## src/rtl/maxpool_2x2_stage.sv

```systemverilog
// Purpose : 2x2 stride-2 max pooling over a raster-order pixel stream from the 3x3 conv stage.
// Latency : one cycle from the odd-row/odd-col input pixel to its pooled output strobe.
// Backpress: none; one pixel per cycle is accepted indefinitely, frames may run back-to-back.
//
// Ports
//   clk_i          clock, all logic on rising edge
//   rst_i          synchronous active-high reset
//   pixel_i        conv output pixel (DATA_W bits, unsigned)
//   pixel_valid_i  pixel_i valid this cycle
//   image_done_i   upstream end-of-image flag; early arrival discards the frame
//   pixel_o        pooled pixel, holds its value between strobes
//   pixel_valid_o  one-cycle strobe per pooled output
//   pool_done_o    one-cycle pulse after the last pixel of a full frame
//   sync_err_o     one-cycle pulse when a frame was cut short by image_done_i
module maxpool_2x2_stage #(
    parameter int DATA_W = 8,
    parameter int IN_DIM = 26
) (
    input  logic              clk_i,
    input  logic              rst_i,
    input  logic [DATA_W-1:0] pixel_i,
    input  logic              pixel_valid_i,
    input  logic              image_done_i,
    output logic [DATA_W-1:0] pixel_o,
    output logic              pixel_valid_o,
    output logic              pool_done_o,
    output logic              sync_err_o
);

    localparam int OUT_DIM = IN_DIM / 2;
    localparam int CW      = (IN_DIM > 1) ? $clog2(IN_DIM) : 1;
    localparam int LBW     = (OUT_DIM > 1) ? $clog2(OUT_DIM) : 1;

    // Columns/rows at or beyond this index are the odd trailing line: counted, not pooled.
    localparam logic [CW:0]   POOL_LIM = (CW + 1)'(2 * OUT_DIM);
    localparam logic [CW-1:0] LAST_IDX = CW'(IN_DIM - 1);

    typedef enum logic {
        ST_IDLE,
        ST_RUN
    } state_t;

    state_t            r_state;
    logic [CW-1:0]     r_col;
    logic [CW-1:0]     r_row;
    logic [DATA_W-1:0] r_h;
    logic [DATA_W-1:0] r_pixel;
    logic              r_pixel_valid;
    logic              r_pool_done;
    logic              r_sync_err;

    // Half-row line buffer: one horizontal pair-max per output column, written on even rows.
    logic [DATA_W-1:0] r_lb [OUT_DIM];

    logic              w_col_last;
    logic              w_row_last;
    logic              w_frame_last;
    logic              w_in_pool;
    logic [LBW-1:0]    w_lb_idx;
    logic [DATA_W-1:0] w_lb_rd;
    logic [DATA_W-1:0] w_pair_max;
    logic [DATA_W-1:0] w_quad_max;
    logic              w_resync;

    function automatic logic [DATA_W-1:0] umax(input logic [DATA_W-1:0] a,
                                               input logic [DATA_W-1:0] b);
        return (a > b) ? a : b;
    endfunction

    assign w_col_last   = (r_col == LAST_IDX);
    assign w_row_last   = (r_row == LAST_IDX);
    assign w_frame_last = pixel_valid_i && w_col_last && w_row_last;
    assign w_in_pool    = ({1'b0, r_col} < POOL_LIM) && ({1'b0, r_row} < POOL_LIM);

    // col>>1 always fits the buffer index for pooled columns; ignored columns never use it.
    assign w_lb_idx   = LBW'(r_col >> 1);
    assign w_lb_rd    = r_lb[w_lb_idx];
    assign w_pair_max = umax(r_h, pixel_i);
    assign w_quad_max = umax(w_lb_rd, w_pair_max);

    // An early end-of-image only matters mid-frame; on the last pixel it is redundant.
    assign w_resync = image_done_i && (r_state == ST_RUN) && !w_frame_last;

    // Line buffer needs no reset: every entry is written on an even row before it is read.
    always_ff @(posedge clk_i) begin
        if (!rst_i && pixel_valid_i && w_in_pool && !r_row[0] && r_col[0]) begin
            r_lb[w_lb_idx] <= w_pair_max;
        end
    end

    always_ff @(posedge clk_i) begin
        if (rst_i) begin
            r_state       <= ST_IDLE;
            r_col         <= '0;
            r_row         <= '0;
            r_h           <= '0;
            r_pixel       <= '0;
            r_pixel_valid <= 1'b0;
            r_pool_done   <= 1'b0;
            r_sync_err    <= 1'b0;
        end else begin
            r_pixel_valid <= 1'b0;
            r_pool_done   <= 1'b0;
            r_sync_err    <= 1'b0;

            // Datapath: even columns latch the left pixel, odd/odd closes a 2x2 window.
            if (pixel_valid_i && w_in_pool) begin
                if (!r_col[0]) begin
                    r_h <= pixel_i;
                end else if (r_row[0]) begin
                    r_pixel       <= w_quad_max;
                    r_pixel_valid <= 1'b1;
                end
            end

            // Raster position tracking and frame state.
            if (pixel_valid_i) begin
                if (w_frame_last) begin
                    r_col       <= '0;
                    r_row       <= '0;
                    r_state     <= ST_IDLE;
                    r_pool_done <= 1'b1;
                end else begin
                    r_state <= ST_RUN;
                    if (w_col_last) begin
                        r_col <= '0;
                        r_row <= r_row + CW'(1);
                    end else begin
                        r_col <= r_col + CW'(1);
                    end
                end
            end

            // Resync takes priority over the counter advance of a same-cycle pixel,
            // but that pixel's datapath effect above has already been applied.
            if (w_resync) begin
                r_col      <= '0;
                r_row      <= '0;
                r_state    <= ST_IDLE;
                r_sync_err <= 1'b1;
            end
        end
    end

    assign pixel_o       = r_pixel;
    assign pixel_valid_o = r_pixel_valid;
    assign pool_done_o   = r_pool_done;
    assign sync_err_o    = r_sync_err;

endmodule

```

## config.mk

```make
export PLATFORM = sky130hd
export DESIGN_NAME = maxpool_2x2_stage
export DESIGN_NICKNAME = d
export VERILOG_FILES = /design/src/rtl/maxpool_2x2_stage.sv
export SDC_FILE = /design/constraint.sdc
export NUM_CORES = 1
export LEC_CHECK = 0
export ABC_AREA = 1
export ABC_CLOCK_PERIOD_IN_PS = 3650
export CORE_MARGIN = 2
export CORE_UTILIZATION = 50
export DETAILED_ROUTE_END_ITERATION = 10
export PLACE_DENSITY = 0.67
export SETUP_SLACK_MARGIN = 0.1
export SYNTH_ARGS = -nofsm -noshare
export SYNTH_HDL_FRONTEND = slang
export SYNTH_SLANG_ARGS = --single-unit
export TNS_END_PERCENT = 10
```

## constraint.sdc

```tcl
create_clock -name clk_i -period 3.65 [get_ports clk_i]
set_input_delay 0.73 -clock clk_i [delete_from_list [all_inputs] [get_ports clk_i]]
set_output_delay 0.73 -clock clk_i [all_outputs]
set_load 0.05 [all_outputs]
```

==> reports/summary.txt, run 1 <==
Clock Latency Late Sink: 0.42 ns
# clock sinks: 138
Cells after Synth: 671
CP required: 4.00 ns
# port buffers: 22
Max rail drop VDD: 267 uV
fin. max-slew vios: 0
Starting Density: 50.8%
delay-heaviest family, CP: simple AND/OR/NAND/NOR gates
Initial DRC Count: 285
syn_nets: 703
Total Power: 3930 uW
Ys Warns: 0
layout cells sized above 1: 11.3%
CTS tree: yes
clk_skew: 0.00713 ns
Startpoint Class: primary input
worst hold path type: flip-flop to flip-flop
Cell variety after synth: 37
first-pass GRT wire length: 22600 microns
fmax: 308 MHz
register area: 3800 sq um
max incr delay on CP: 0.47 ns
Slowest cell on crit path: clkdlybuf4s50_1
CTS root buf: clkbuf_16
Die W: 117 microns
Place WS: -0.143 ns
path type of the worst setup path: primary input to flip-flop
vias in the first global route: 4623
CTS max path bufs: 2
Mapped Avg Cell Area: 9.52 sq um
synthesized cell area: 6390 sq um
DIE AREA: 13700 sq um
Period minus WS final: 3.25 ns
Worst Setup End Kind: flip-flop
final hold vios: 0
crit-path max FO: 8
PwrDens: 522 nW/um^2
DRC errors left: 0
Leak: 0.00313 uW
Worst Path Buf+Inv: 4
Detail Placement HPWL: 9310 microns
area of the core: 12600 sq um
fill cell count: 1051
Worst Tran Pin Value: 0.835 ns
hold_ws: 0.492 ns
routed wire length: 13800 microns
# rows: 41
CTS buffer count: 17
Slew HR: 44.3%
remaining global-route overflow: 0
Routed Antenna Nets: 0
Nets: 742
RSZ-0062 raised after global routing: false
Clock Pin Slew Worst Setup and Hold Paths: 0.06 ns
Pre-antenna DRT Iters: 5
Placer Congestion: 0.877
area grow syn2layout: 17.8%
Final Cycle Share: 88.9%
final core utilization: 59.9%
initial antenna violation count: 0
Non-Filler Instances: 895
max-cap violation count: 0
most used cell, CP: nand2_1
Vias: 4617
status: completed
largest net degree at the start of global routing: 39
Ant. Diodes: 0
num ports: 23
final setup vio count: 0
GR Util All Layers: 22.2%
via/cell ratio: 5.16
footprint of the multi-input gates: 2110 sq um
synthesized flop and latch total: 138
number of cells after detailed placement: 863
ordered cell list for the critical path: clkdlybuf4s50_1 -> inv_1 -> ha_1 -> nand2_1 -> nor2_1 -> nand4_1 -> buf_4 -> nand3_1 -> nand2_1 -> ha_1 -> nand2_1 -> inv_1 -> nand2_1 -> nand2_1 -> nand2_1 -> nand2_1 -> o21ai_4 -> nand3_1 -> a21oi_1
wire length per cell: 15.4 microns
setup ws final: 0.405 ns
Seq/Total Area, Yosys: 59.5%
Die H: 117 microns
H-Tree Depth: 4
crit path DAT: 3.59 ns
power by group:
| group | switching, uW | internal [uW] |
|---|---|---|
| registers | 11.7 | 1750 |
| logic | 254 | 107 |
| clock network | 626 | 1190 |
synth_stat cells:
cell type | n | area, sq um
nand2_1 | 153 | 574
a21oi_2 | 3 | 26.3
a21o_1 | 1 | 7.51
nand3_1 | 77 | 385
o21a_1 | 1 | 7.51
inv_1 | 94 | 353
dfxtp_1 | 34 | 681
and3_2 | 1 | 7.51
buf_4 | 2 | 15.0
nor4_2 | 1 | 12.5
nand2_2 | 2 | 12.5
a31oi_4 | 1 | 21.3
xor2_1 | 4 | 35.0
nand4_1 | 4 | 25.0
and2_1 | 1 | 6.26
ha_1 | 20 | 250
nand2_4 | 1 | 11.3
nor2_2 | 2 | 12.5
o21ai_1 | 9 | 45.0
nor3_2 | 3 | 30.0
o22ai_2 | 1 | 12.5
o21ai_0 | 17 | 85.1
o21ai_4 | 1 | 16.3
clkbuf_1 | 6 | 22.5
o211ai_1 | 8 | 60.1
nor2_1 | 62 | 233
clkinv_1 | 1 | 3.75
nor3b_2 | 1 | 12.5
buf_2 | 12 | 60.1
nand4_4 | 1 | 21.3
inv_2 | 8 | 30.0
nor2_4 | 1 | 11.3
nor3_1 | 1 | 5.00
or2_2 | 2 | 12.5
buf_6 | 1 | 11.3
edfxtp_1 | 104 | 3120
a21oi_1 | 30 | 150
per-stage QoR:
step / setup TNS [ns] / area (sq um)
after floorplan: 0 / 6390
after global placement: -0.0408 / 6860
after detailed placement: -1.01 / 6860
after CTS: 0 / 7500
after global routing: 0 / 7530
final: 0 / 7530
cell type report:
type,count,area share [%]
clock buffer,22,6.73
clock inverter,10,1.80
inverter,103,5.14
multi-input combinational,409,28.1
sequential,138,50.6
tap,172,2.86
timing repair buffer,41,4.82
worst register-to-register path, cell delays in order (launching register included):
cell and delay (ns):
dfxtp_2 0.58, buf_4 0.47, nand2_1 0.10, nand3_1 0.10, nand3_1 0.09, nand3_1 0.16, nand2_1 0.14, ha_1 0.34
nand2_1 0.16, inv_1 0.06, nand2_1 0.07, nand2_1 0.05, nand2_1 0.11, nand2_1 0.11, o21ai_4 0.14, nand3_1 0.14
a21oi_1 0.16
layout by cell type, fill, tap and decap left out, types with 2 or more instances in the layout:
cell	Yosys	layout
nand3_1	77	77
o21ai_0	17	17
o21ai_1	9	8
o211ai_1	8	8
clkbuf_8	0	2
nand2_2	2	3
clkdlybuf4s50_1	0	22
o21ai_4	1	2
nor2_1	62	62
dfxtp_1	34	33
inv_1	94	94
nor3_2	3	3
xor2_1	4	4
a21oi_1	30	29
clkbuf_16	0	19
buf_4	2	19
nand4_1	4	4
inv_2	8	8
a21oi_2	3	3
ha_1	20	20
edfxtp_1	104	104
clkinv_2	0	2
nand2_1	153	152
clkinv_1	1	2
nor2_2	2	2
clkinvlp_4	0	3
bufinv_16	0	3
or2_2	2	2
logic make-up after synthesis:
kind of cell	Yosys count	share of synthesized area, %
simple gates	313	21.5
flops	138	59.5
buf+inv	124	7.76
compound gates	72	6.76
fa+ha+maj	20	3.92
xor+xnor	4	0.548
registers in the layout, indices dropped and copies added (netlist names), named ones only:
register / count
r_lb: 104
pixel_o: 8
r_h: 8
r_col: 5
r_row: 5
pixel_valid_o: 1
pool_done_o: 1
r_state: 1
sync_err_o: 1
layer usage:
metal	wire (microns)	vias up	share of wire [%]	track usage, %
met5	0	-	0	0
met4	476	0	3.5	11.4
met3	608	31	4.4	4.58
met2	6550	105	48	36.1
met1	6120	2187	44	28.3
li1	-	2294	-	-
worst paths after layout:
path,start,to,slack (ns),depth (start not counted)
worst max-delay path,pixel_i[7],pixel_o[1],0.40,19
worst min-delay path,r_h[5],r_h[5],0.49,2
worst max register to register,flip-flop,pixel_o[1],0.62,16
worst min register to register,r_h[5],r_h[5],0.49,2
what timing repair did:
item / in CTS / in global routing
hold buffers: 0 / 0
setup buffers: 0 / 0
endpoints found under the setup margin: 0 / 8
resized for setup: 0 / 5
endpoints found under the hold margin: 0 / 0
(Power assumes the default switching activity.)
==> inputs of run 2 (changes only) <==
--- a/config.mk
+++ b/config.mk
@@ -6,7 +6,6 @@
 export NUM_CORES = 1
 export LEC_CHECK = 0
 export ABC_AREA = 1
-export ABC_CLOCK_PERIOD_IN_PS = 3650
 export CORE_MARGIN = 2
 export CORE_UTILIZATION = 50
 export DETAILED_ROUTE_END_ITERATION = 10
==> results of run 2 <==
Final layout, timing and power as in run 1 (identical DEF).
